--- src/rtl/bottle_fill.sv ---
// Filling stage: counts synchronised pill pulses into bottles, runs the conveyor
// between bottles and flags the batch as full once the bottle target is reached.
module bottle_fill #(
    parameter int unsigned PILL_W      = 8,
    parameter int unsigned BOTTLE_W    = 8,
    parameter int unsigned SWAP_CYCLES = 16
) (
    input  logic                CLK,
    input  logic                RST_N,
    input  logic                isWork,
    input  logic                pillPulse,
    input  logic [PILL_W-1:0]   pillsPerBottle,
    input  logic [BOTTLE_W-1:0] bottleTarget,
    input  logic                clearCounts,
    output logic [PILL_W-1:0]   pillCount,
    output logic [BOTTLE_W-1:0] bottleCount,
    output logic                bottleDone,
    output logic                conveyor,
    output logic                allFull,
    output logic                spillErr
);

    localparam int unsigned TMR_W = $clog2(SWAP_CYCLES + 1);

    typedef enum logic [1:0] {
        IDLE = 2'd0,
        FILL = 2'd1,
        SWAP = 2'd2,
        FULL = 2'd3
    } state_e;

    state_e              state_q, state_d;
    logic                s1_q, s2_q, s3_q;
    logic [PILL_W-1:0]   pill_cnt_q, pill_cnt_d;
    logic [BOTTLE_W-1:0] bottle_cnt_q, bottle_cnt_d;
    logic [PILL_W-1:0]   ppb_q, ppb_d;
    logic [BOTTLE_W-1:0] tgt_q, tgt_d;
    logic [TMR_W-1:0]    timer_q, timer_d;
    logic                done_q, done_d;
    logic                conv_q, conv_d;
    logic                full_q, full_d;
    logic                spill_q, spill_d;

    logic                pill_evt_c;
    logic [PILL_W:0]     pill_nxt_c;
    logic [BOTTLE_W:0]   bottle_nxt_c;

    // Rising edge of the pill sensor after a two-flop synchroniser
    assign pill_evt_c   = s2_q & ~s3_q;
    assign pill_nxt_c   = {1'b0, pill_cnt_q} + {{PILL_W{1'b0}}, 1'b1};
    assign bottle_nxt_c = {1'b0, bottle_cnt_q} + {{BOTTLE_W{1'b0}}, 1'b1};

    always_ff @(posedge CLK or negedge RST_N) begin
        if (!RST_N) begin
            state_q      <= IDLE;
            s1_q         <= 1'b0;
            s2_q         <= 1'b0;
            s3_q         <= 1'b0;
            pill_cnt_q   <= '0;
            bottle_cnt_q <= '0;
            ppb_q        <= '0;
            tgt_q        <= '0;
            timer_q      <= '0;
            done_q       <= 1'b0;
            conv_q       <= 1'b0;
            full_q       <= 1'b0;
            spill_q      <= 1'b0;
        end else begin
            state_q      <= state_d;
            s1_q         <= pillPulse;
            s2_q         <= s1_q;
            s3_q         <= s2_q;
            pill_cnt_q   <= pill_cnt_d;
            bottle_cnt_q <= bottle_cnt_d;
            ppb_q        <= ppb_d;
            tgt_q        <= tgt_d;
            timer_q      <= timer_d;
            done_q       <= done_d;
            conv_q       <= conv_d;
            full_q       <= full_d;
            spill_q      <= spill_d;
        end
    end

    always_comb begin
        state_d      = state_q;
        pill_cnt_d   = pill_cnt_q;
        bottle_cnt_d = bottle_cnt_q;
        ppb_d        = ppb_q;
        tgt_d        = tgt_q;
        timer_d      = timer_q;
        done_d       = 1'b0;
        spill_d      = spill_q;

        case (state_q)
            IDLE: begin
                if (isWork) begin
                    state_d = FILL;
                    ppb_d   = (pillsPerBottle == '0) ? PILL_W'(1) : pillsPerBottle;
                    tgt_d   = (bottleTarget == '0) ? BOTTLE_W'(1) : bottleTarget;
                end
            end
            FILL: begin
                // A pill arriving as isWork falls is still counted before pausing
                if (pill_evt_c) begin
                    if (pill_nxt_c < {1'b0, ppb_q}) begin
                        pill_cnt_d = pill_nxt_c[PILL_W-1:0];
                        if (!isWork) begin
                            state_d = IDLE;
                        end
                    end else begin
                        pill_cnt_d   = '0;
                        bottle_cnt_d = bottle_nxt_c[BOTTLE_W-1:0];
                        done_d       = 1'b1;
                        if (bottle_nxt_c == {1'b0, tgt_q}) begin
                            state_d = FULL;
                        end else begin
                            state_d = SWAP;
                            timer_d = TMR_W'(SWAP_CYCLES - 1);
                        end
                    end
                end else if (!isWork) begin
                    state_d = IDLE;
                end
            end
            SWAP: begin
                if (pill_evt_c) begin
                    spill_d = 1'b1;
                end
                if (timer_q == '0) begin
                    state_d = isWork ? FILL : IDLE;
                end else begin
                    timer_d = timer_q - TMR_W'(1);
                end
            end
            FULL: begin
                if (pill_evt_c) begin
                    spill_d = 1'b1;
                end
            end
            default: begin
                state_d = IDLE;
            end
        endcase

        if (clearCounts) begin
            state_d      = IDLE;
            pill_cnt_d   = '0;
            bottle_cnt_d = '0;
            spill_d      = 1'b0;
            done_d       = 1'b0;
        end

        conv_d = (state_d == SWAP);
        // allFull trails the final bottleDone by one cycle
        full_d = (state_q == FULL) && !clearCounts;
    end

    assign pillCount   = pill_cnt_q;
    assign bottleCount = bottle_cnt_q;
    assign bottleDone  = done_q;
    assign conveyor    = conv_q;
    assign allFull     = full_q;
    assign spillErr    = spill_q;

endmodule

--- config.mk ---
export PLATFORM = sky130hd
export DESIGN_NAME = bottle_fill
export DESIGN_NICKNAME = d
export VERILOG_FILES = /design/src/rtl/bottle_fill.sv
export SDC_FILE = /design/constraint.sdc
export NUM_CORES = 1
export LEC_CHECK = 0
export BUFFER_PORTS_ARGS = -buffer_cell sky130_fd_sc_hd__buf_2
export CELL_PAD_IN_SITES_DETAIL_PLACEMENT = 2
export CELL_PAD_IN_SITES_GLOBAL_PLACEMENT = 2
export CORE_UTILIZATION = 35
export DETAILED_ROUTE_END_ITERATION = 6
export MAX_ROUTING_LAYER = met4
export PLACE_DENSITY_LB_ADDON = 0.1
export SLEW_MARGIN = 20
export SYNTH_ARGS = -nofsm -noshare
export SYNTH_HDL_FRONTEND = slang
export SYNTH_SLANG_ARGS = --single-unit
--- constraint.sdc ---
create_clock -name CLK -period 4.1 [get_ports CLK]
set_clock_uncertainty 0.15 [all_clocks]
set_input_delay 0.41 -clock CLK [delete_from_list [all_inputs] [get_ports CLK]]
set_output_delay 0.41 -clock CLK [all_outputs]
set_load 0.02 [all_outputs]
Yosys cells after proc, flatten, opt, wreduce, memory -nomap -nowiden:

Index checks and enable logic that the tools add are counted.

* bits in read-only memories: 0
* word-level logic and storage cells: 76
* bits in writable memories: 0
* latch bits: 0
* output and inout port bits: 20
* memories: 0
* register bits: 46
* bits of input ports: 21

* divide/modulo/power cells: 0
* bitwise gates (word level): 2
* equality and inequality tests: 10
* reduce and logical (&&, ||, !) cells: 16
* shift operators: 0
* multipliers: 0
* multiplexer cells: 31
* add/subtract/negate cells: 3
* $lt $le $gt $ge: 1

Operators by type and width (number)
* 8-bit 2-to-1 mux: 10
* 5-bit 2-to-1 mux: 4
* 8-bit by 1-bit adder with 9-bit output, second input constant: 2
* 8-bit logical NOT: 2
* 2-bit 2-to-1 mux: 6
* 2-bit inequality test, second input constant: 5
* 5-bit one-hot mux with 2 select lines: 1
* 9-bit by 8-bit equality test with 1-bit output: 1
* 9-bit by 8-bit less-than comparator with 1-bit output: 1
* 1-bit 2-to-1 mux: 9
* 2-bit nonzero test: 4
* 2-bit equality test, second input constant: 3
* 2-bit one-hot mux with 3 select lines: 1
* 2-bit AND reduction: 3
* 5-bit logical NOT: 1
* 5-bit AND reduction: 1
* 5-bit by 1-bit subtractor with 5-bit output, second input constant: 1
* 3-bit AND reduction: 1
* 2-bit by 1-bit equality test with 1-bit output, second input constant: 1
* 2-bit logical NOT: 1
* 2-bit OR reduction: 1
* 1-bit bitwise AND: 1
* 1-bit logical AND: 1
* 1-bit logical NOT: 1
* 1-bit inverter: 1

Logic depth before layout (Yosys ltp):

Gate-level depths: netlist of the first run.

* depth after elaboration: 8
* gate-level depth with buffers: 12
* depth with buffers taken out: 10

Worst setup path before layout of the first run:

No wires, ideal clock.

* kind: reg-to-reg
* from: reg pill_cnt_q[0], in the netlist pillCount[0]
* to: reg bottle_cnt_q[0], in the netlist bottleCount[0]
* buffers on the path: 2
* clock period less this slack: 2976 ps
* setup time: 132 ps
* arrival: 2694 ps
* cell stages (with the launch flop): 13
* path slack: 1124 ps
* required time: 3818 ps
* path through: dfrtp_1 ha_1 clkbuf_1 nand3_1 xnor2_1 ha_1 or4_1 o21ai_1 o211ai_2 and2_1 buf_4 xnor2_1 nor2_1

* word-level cells in the longest chain between the ends: 4

Ends and longest elaborated chain
* from (decl): line 34 `logic [PILL_W-1:0] pill_cnt_q, pill_cnt_d;`
* from (signal assigned): line 73 `pill_cnt_q <= pill_cnt_d;`
* 8-bit by 1-bit adder with 9-bit output: line 50 `assign pill_nxt_c = {1'b0, pill_cnt_q} + {{PILL_W{1'b0}}, 1'b1};`
* 9-bit by 8-bit less-than comparator with 1-bit output: line 106 `if (pill_nxt_c < {1'b0, ppb_q}) begin`
* 2-bit inequality test (no line)
* 3-bit AND reduction (no line)
* to (signal assigned): line 74 `bottle_cnt_q <= bottle_cnt_d;`
* to (decl): line 35 `logic [BOTTLE_W-1:0] bottle_cnt_q, bottle_cnt_d;`

No other way between the ends.
A chain may end at the register's enable or synchronous reset.

Final worst setup path of the first run:

* from: reg pill_cnt_q[0], in the netlist pillCount[0]
* to: reg timer_q[4]

* word-level cells in the longest chain between the ends: 4

Ends and longest elaborated chain
* 8-bit by 1-bit adder with 9-bit output: line 50
* 9-bit by 8-bit less-than comparator with 1-bit output: line 106
* 2-bit inequality test (no line)
* 5-bit AND reduction (no line)
* to (signal assigned): line 77 `timer_q <= timer_d;`
* to (decl): line 38 `logic [TMR_W-1:0] timer_q, timer_d;`

No other way between the ends.

==> results of run 1 <==
==> logic make-up (layout without fill, tap and decap cells) <==
logic type               Yosys count  after routing  share of synthesized area
AND/OR/NAND/NOR                  108            108                     0.2174
AO/OA/AOI/OAI                     51             51                     0.1329
flip-flops                        46             46                     0.4444
XOR/XNOR                          24             24                    0.08116
buffers and inverters             23             60                    0.03671
adder cells (fa/ha/maj)           11             11                    0.05314
multiplexers                       8              8                    0.03430
==> per-layer routing <==
metal  share of wire  up-vias
met5               0        -
met4          0.0046        0
met3           0.025        2
met2            0.49       32
met1            0.48     1067
li1                -     1015
==> worst max-delay path: stages (launching register included) <==
cell,delay (ps)
dfrtp_1,490
ha_1,390
nand3_1,140
xnor2_1,170
ha_1,200
or4_1,460
o21ai_1,190
o211ai_2,160
and2_1,320
nand2_4,150
a32o_1,160
==> cell usage after synthesis (2+ instances only) <==
cell / number / area share
a21oi_1: 19 / 0.037
a22oi_1: 2 / 0.0058
and3_1: 4 / 0.0097
buf_2: 3 / 0.0058
clkbuf_1: 7 / 0.010
dfrtp_1: 46 / 0.44
ha_1: 11 / 0.053
inv_1: 11 / 0.016
mux2_2: 7 / 0.030
nand2_1: 22 / 0.032
nand2b_1: 5 / 0.012
nand3_1: 11 / 0.021
nand3b_1: 2 / 0.0058
nand4_1: 6 / 0.014
nor2_1: 26 / 0.038
nor2b_1: 5 / 0.012
nor3_1: 10 / 0.019
nor3b_1: 2 / 0.0058
nor4_1: 2 / 0.0048
o211ai_1: 2 / 0.0058
o21a_1: 4 / 0.012
o21ai_0: 12 / 0.023
or3_1: 2 / 0.0048
or4_1: 2 / 0.0058
xnor2_1: 12 / 0.041
xor2_1: 12 / 0.041
==> metrics by stage <==
stage          utilization  setup slack, ps  instance area [um2]  total power, uW  std cells
6_report            0.4256             1023                 2972            952.7        404
3_3_place_gp        0.4102             1149                 2864            645.5        396
4_1_cts             0.4253             1011                 2969            970.4        404
5_1_grt             0.4256            767.6                 2972             1010        404
2_1_floorplan            -             1124                 2590            598.5        271
3_5_place_dp        0.4102             1040                 2864            651.9        396
==> sequential cells by signal, indices dropped and copies added (netlist names) <==
signal       count
pillCount        8
bottleDone       1
s1_q             1
conveyor         1
tgt_q            8
state_q          2
timer_q          5
ppb_q            8
s3_q             1
spillErr         1
s2_q             1
allFull          1
bottleCount      8
==> path summary, 6_finish.rpt <==
kind                                          end                     start  depth (start not counted)  slack, ps
setup / recovery           timer_q[4]$_DFFE_PN0P_  pillCount[0]$_DFFE_PN0P_                         10       1020
setup reg to reg           timer_q[4]$_DFFE_PN0P_  pillCount[0]$_DFFE_PN0P_                         10       1020
min in group CLK                   s1_q$_DFF_PN0_                 pillPulse                          1         80
max in group asynchronous    tgt_q[3]$_DFFE_PN0P_                     RST_N                          1       3410
hold reg to reg                    s2_q$_DFF_PN0_            s1_q$_DFF_PN0_                          0        240
hold / removal                     s2_q$_DFF_PN0_                     RST_N                          1        -20
==> power by group <==
part / total [uW] / internal [uW] / switching, uW / leakage (uW)
Sequential: 501 / 481 / 20.0 / 0.000600
Combinational: 138 / 60.3 / 78.0 / 0.000693
Clock: 313 / 155 / 159 / 0.0000544
==> cell type report <==
cell class / count / area, um2
fillers: 810 / 4010
multi-input cells: 202 / 1344
flip-flops and latches: 46 / 1151
repair buffers: 41 / 210.2
well taps: 96 / 120.1
clock buffers: 7 / 96.34
inverters: 11 / 41.29
clock inverters: 1 / 8.758
==> results_dict.tcl, run 1 <==
set metrics [dict create \
    num_io_pins 41 \
    ys_ff_latch 46 \
    clock-sinks 46 \
    max_slew_margin 0.5967 \
    drt_iter0_drc 51 \
    antenna_left 0 \
    grt_max_degree 47 \
    dieHeight_um 88.02 \
    hold_buffers 0 \
    initial_core_util 0.3710 \
    grt-busiest-layer "met2" \
    syn-num-nets 303 \
    final_hold_viol_count 46 \
    cts_tree "built" \
    power.density_nw_per_um2 320.6 \
    worstSetupStartpointType "flop" \
    run_status "finished, violations left" \
    insertion_delay_ps 290 \
    drtPass1Iterations 2 \
    cts_setup_buffers 0 \
    synth_ff_type "dfrtp_1" \
    tightestPinTransition_ps 605.0 \
    synth_edf_count 0 \
    synth.distinct_cells 50 \
    syn_avg_cell_area_um2 9.557 \
    async_reset_ff_frac 1.000 \
    final_common_cell "dfrtp_1" \
    cts_buffer_depth 2 \
    maxSlewViolCount 0 \
    min_period_ps 3077 \
    dp_hpwl_um 5121 \
    numCtsBuffers 5 \
    h-tree-depth 2 \
    gr-usage-all-layers 0.1978 \
    max_cap_violations 0 \
    grt_overflow 0 \
    drc 0 \
    min_period_over_period 0.7505 \
    yosys_warnings 0 \
    num_rows 30 \
    cts_root_buf "clkbuf_8" \
    netlist_instances 271 \
    max_freq_mhz 325.0 \
    dieArea_um2 7748 \
    crit_arrival_ps 3160 \
    setup_violations 0 \
    routed_wl_um 6809 \
    clkTransAtPathRegs_ps 100 \
    n_antenna_cell 0 \
    use_met2 0.3277 \
    drive_above_1_share 0.2078 \
    final_cell_mix "46 x dfrtp_1, 39 x buf_2, 26 x nor2_1" \
    p_leak_uw 0.001347 \
    grt_pass1_wl_um 11430 \
    synth-seq-area-share 0.4444 \
    rsz0062_at_grt "no" \
    port_buffers 40 \
    num_vias 2116 \
    core_um2 6982 \
    holdCritPathClass "in -> async" \
    via_per_inst 5.238 \
    worst_hold_slack_ps -23.41 \
    wl_per_cell_um 16.85 \
    critPathKind "reg -> reg" \
    violations "negative hold slack" \
    crit_fanout 8 \
    gp_congestion 0.7452 \
    syn_area_um2 2590 \
    met1_usage 0.2613 \
    vdd_drop_max_mv 0.1695 \
    antenna_found_initial 0 \
    critPathCaptureType "flop" \
    area_growth_pct 14.73 \
    grt_pass1_vias 2293 \
    fp.dieW_um 88.02 \
    fin_tns_setup_ps 0 \
    nets 339 \
    cp.required_ps 4180 \
    cts_resized 0 \
    grtUsageMet3 0.02922 \
]
(Power assumes the default switching activity.)
==> run 2: changes to the inputs <==
clock period = 2.9 ns   (was 4.1 ns; I/O delays follow)
==> run 2 against run 1 <==
The run now ends clean. Maximum frequency up 13%. Largest cell class unchanged. Wire length up 1.2%. Via count up 0.33%. Critical path depth down 1. Non-clock buffer count up 11. Flip-flop and latch count unchanged. Register-to-register slack worse by 850 ps. Critical endpoint unchanged. Die area unchanged. Clock power up 24%.
==> results_dict.tcl, run 2 (synthesis results as in run 1) <==
set metrics [dict create \
    antenna_found_initial 0 \
    regArea_um2 1152 \
    critPathKind "reg -> reg" \
    max_freq_mhz 366.8 \
    cts_tree "built" \
    totalPowerFinal_uw 1299 \
    min_period_ps 2726 \
    use_met2 0.3446 \
    fp.dieW_um 88.02 \
    grt_max_degree 30 \
    nets 350 \
    drc 0 \
    p_leak_uw 0.001385 \
    crit_arrival_ps 2770 \
    num_rows 30 \
    path_cells "and4_4 > nand4_1 > xnor2_1 > ha_1 > o21ai_0 > a21oi_4 > and2_2 > nand2_4 > a32o_1" \
    multi_input_area_um2 1345 \
    holdCritPathClass "in -> reg" \
    gr-usage-all-layers 0.2109 \
    wl_per_cell_um 16.60 \
    design_area_um2 3034 \
    num_vias 2123 \
    tightestPinTransition_ps 783.2 \
    worstSetupStartpointType "flop" \
    area_growth_pct 17.15 \
    drtPass1Iterations 4 \
    grt_pass1_wl_um 11920 \
    grt-busiest-layer "met2" \
    run_status "finished, final reports clean" \
    min_period_over_period 0.9400 \
    drt_iter0_drc 67 \
    cts_buffer_depth 2 \
    numCtsBuffers 5 \
    utilization 0.4346 \
    via_per_inst 5.116 \
    initial_core_util 0.3710 \
    clock-sinks 46 \
    grt_overflow 0 \
    cts_root_buf "clkbuf_8" \
    final_cell_mix "45 x dfrtp_1, 40 x buf_2, 26 x nor2_1" \
    max_slew_margin 0.4756 \
    final_common_cell "dfrtp_1" \
    h-tree-depth 2 \
    fin_cells 415 \
    maxSlewViolCount 0 \
    port_buffers 40 \
    met1_usage 0.2671 \
    vdd_drop_max_mv 0.1632 \
    drive_above_1_share 0.2257 \
    insertion_delay_ps 300 \
    gp_congestion 0.7871 \
    grtUsageMet3 0.04618 \
    final_hold_viol_count 0 \
    setup_violations 0 \
    rsz0062_at_grt "no" \
    crit_slowest_cell "dfrtp_1" \
    crit_fanout 8 \
    clkTransAtPathRegs_ps 80 \
    dp.cells 405 \
    dieHeight_um 88.02 \
    antenna_left 0 \
    core_um2 6982 \
    cp.required_ps 2950 \
    dp_hpwl_um 5246 \
    grt_pass1_vias 2363 \
    num_io_pins 41 \
    critPathCaptureType "flop" \
    dpl_cell_area_um2 2933 \
    n_antenna_cell 0 \
    power.density_nw_per_um2 428.0 \
    max_cap_violations 0 \
    critPathMaxStageDelay_ps 460 \
    routed_wl_um 6891 \
    n_fill_cell 808 \
    dieArea_um2 7748 \
    fin_tns_setup_ps 0 \
]
run 2: critical path: cells and delay by family (launching register included):
family | cells | cell delay, ps
and+or+nand+nor | 4 | 860
xor gates and xnor gates | 1 | 180
DFF | 1 | 460
adders and majority gates | 1 | 290
AOI/OAI and AO/OA | 3 | 660
run 2: power by group:
part	internal (uW)	total, uW	switching, uW
logic	90.9	203	113
clock network	172	388	216
registers	680	707	27.2
total	943	1300	356
run 2: routing by layer:
layer	wire, um	vias up	share of wire
met4	68	0	0.0099
met1	3362	1041	0.49
met3	202	7	0.029
met5	0	-	0
li1	-	1041	-
met2	3258	34	0.47
run 2: worst paths after layout:
kind | slack, ps | to | cells after the start | startpoint
max | 170 | timer_q[4]$_DFFE_PN0P_ | 9 | pillCount[4]$_DFFE_PN0P_
min | 60 | ppb_q[7]$_DFFE_PN0P_ | 3 | pillsPerBottle[7]
max reg2reg | 170 | timer_q[4]$_DFFE_PN0P_ | 9 | pillCount[4]$_DFFE_PN0P_
min reg2reg | 230 | s2_q$_DFF_PN0_ | 0 | s1_q$_DFF_PN0_
max in group asynchronous | 1570 | ppb_q[6]$_DFFE_PN0P_ | 3 | RST_N
min in group asynchronous | 420 | s2_q$_DFF_PN0_ | 2 | RST_N
run 2: through the flow:
step,hold slack [ps],setup WS (ps)
finish,61.31,173.9
global route,73.65,1.698
CTS,55.06,128.3
detailed placement,216.1,30.96
global placement,204.5,81.21
floorplan,-155.6,61.08
run 2: layout make-up:
cell class,instances,share of cell area
Clock buffer,8,0.02639
Inverter,11,0.01361
Multi-Input combinational cell,202,0.4433
Sequential cell,46,0.3798
Tap cell,96,0.03959
Timing Repair Buffer,52,0.09732
run 2: what timing repair did:
action                                  4_1_cts  5_1_grt
buffers inserted                              0        0
hold buffers                                  2        0
endpoints found under the setup margin        1        0
hold endpoints to repair                     28        0
gates resized for setup                       1        0
==> run 3: changes to the inputs <==
CORE_ASPECT_RATIO = 1.4   (was not set)
==> run 3 against run 2 <==
Highest routed layer unchanged. Via count grew 1.7%. Sequential power hardly changed. Core utilization shrank 0.15 points. Critical path depth unchanged. Sequential share of layout area fell by 0.36 points. Count of clock-buffer cells in the layout is 2 lower. Power up 8.3%.
==> results_dict.tcl, run 3 (synthesis results as in run 1) <==
set metrics [dict create \
    path_cells "and4_4 > nand4_1 > xnor2_1 > ha_1 > o21ai_0 > a21oi_4 > nand2_2 > or4_1 > nand2_1" \
    critPathMaxStageDelay_ps 480 \
    drt_iter0_drc 83 \
    critPathKind "reg -> reg" \
    drtPass1Iterations 4 \
    pwr-share-seq 0.504 \
    crit_fanout 6 \
    drc 0 \
    via_per_inst 5.230 \
    vdd_drop_max_mv 0.3353 \
    nets 349 \
    min_period_ps 2700 \
    totalPowerFinal_uw 1406 \
    cp.required_ps 3000 \
    final_common_cell "dfrtp_1" \
    clkPwrFrac 0.351 \
    grt_pass1_vias 2449 \
    run_status "finished, final reports clean" \
    grt_max_degree 28 \
    dp.cells 403 \
    critPathBufInv 0 \
    wl_per_cell_um 17.51 \
    grt_overflow 0 \
    holdCritPathClass "in -> reg" \
    initial_core_util 0.3662 \
    p_leak_uw 0.001392 \
    cts_buffer_depth 2 \
    numCtsBuffers 5 \
    insertion_delay_ps 310 \
    critPathCaptureType "flop" \
    maxSlewViolCount 0 \
    fin_cells 413 \
    dieArea_um2 7753 \
    worst_hold_slack_ps 48.13 \
    core_um2 7072 \
    routed_wl_um 7232 \
    p_comb_frac 0.146 \
    clock-sinks 46 \
    antenna_left 0 \
    max_slew_margin 0.5530 \
    num_io_pins 41 \
    power.density_nw_per_um2 459.1 \
    setup_violations 0 \
    final_hold_viol_count 0 \
    final_cell_mix "45 x dfrtp_1, 40 x buf_2, 26 x nor2_1" \
    gr-usage-all-layers 0.2131 \
    fp.dieW_um 74.70 \
    n_antenna_cell 0 \
    max_cap_violations 0 \
    num_rows 36 \
    cts_tree "built" \
    p_int_uw 1030 \
    switching_share 0.2677 \
    crit_arrival_ps 2800 \
    cts_setup_buffers 0 \
    rsz0062_at_grt "no" \
    dp_hpwl_um 5524 \
    grt_pass1_wl_um 12190 \
    antenna_found_initial 0 \
    cts_root_buf "clkbuf_8" \
    area_growth_pct 18.26 \
    port_buffers 40 \
    min_period_over_period 0.9312 \
    utilization 0.4331 \
    tightestPinTransition_ps 670.4 \
    dieHeight_um 103.8 \
    max_freq_mhz 370.3 \
    cp_top_family "simple AND/OR/NAND/NOR gates" \
    gp_congestion 0.8194 \
    crit_slowest_cell "or4_1" \
    num_vias 2160 \
    h-tree-depth 2 \
    fin_tns_setup_ps 0 \
    drive_above_1_share 0.2358 \
    clkTransAtPathRegs_ps 100 \
    worstSetupStartpointType "flop" \
    switchingPower_uw 376.4 \
]
==> run 3: worst min-delay path, cell delays in order <==
cell and delay, ps:
buf_2 90, nand2_1 40, o21ai_0 60
==> run 3: what timing repair did <==
item / 4_1_cts / 5_1_grt
endpoints found under the hold margin: 26 / 0
resized for setup: 1 / 3
cloned: 0 / 0
hold buffers: 2 / 0
endpoints found under the setup margin: 1 / 3
==> run 3: per-stage QoR <==
stage	area, um2	setup slack (ps)
2_1_floorplan	2592	61.08
4_1_cts	3055	146.3
3_5_place_dp	2924	23.66
6_report	3063	199.6
3_3_place_gp	2924	113.8
5_1_grt	3063	42.22
==> run 3: layout make-up <==
type	count	area, um2
flip-flops and latches	46	1152
multi-input cells	202	1353
clock inverters	2	37.54
inverters	11	41.29
repair buffers	51	287.8
clock buffers	6	72.57
well taps	95	118.9
fillers	813	4009
==> run 3: path summary, 6_finish.rpt <==
check                                         start                         end  slack (ps)  depth (start not counted)
min reg2reg                          s1_q$_DFF_PN0_              s2_q$_DFF_PN0_         200                          0
max in group asynchronous                     RST_N      timer_q[4]$_DFFE_PN0P_        1580                          3
max reg2reg                pillCount[2]$_DFFE_PN0P_  bottleCount[4]$_DFFE_PN0P_         200                          9
min                               pillsPerBottle[2]        ppb_q[2]$_DFFE_PN0P_          50                          3
min in group asynchronous                     RST_N    pillCount[3]$_DFFE_PN0P_         390                          2
max                        pillCount[2]$_DFFE_PN0P_  bottleCount[4]$_DFFE_PN0P_         200                          9
==> run 3: power by group through the flow <==
stage | Combinational (uW) | Clock (uW) | Sequential, uW
2_1_floorplan | 133 | 0 | 713
3_3_place_gp | 196 | 0 | 720
3_5_place_dp | 204 | 0 | 722
4_1_cts | 208 | 509 | 709
5_1_grt | 232 | 532 | 714
6_report | 205 | 493 | 708
==> run 3: layer usage <==
metal | global-route usage | wire length (um) | vias up
met5 | - | 0 | -
met2 | 0.3739 | 3873 | 32
li1 | - | - | 1032
met1 | 0.2430 | 3086 | 1088
met3 | 0.02918 | 149 | 8
met4 | 0.06604 | 122 | 0
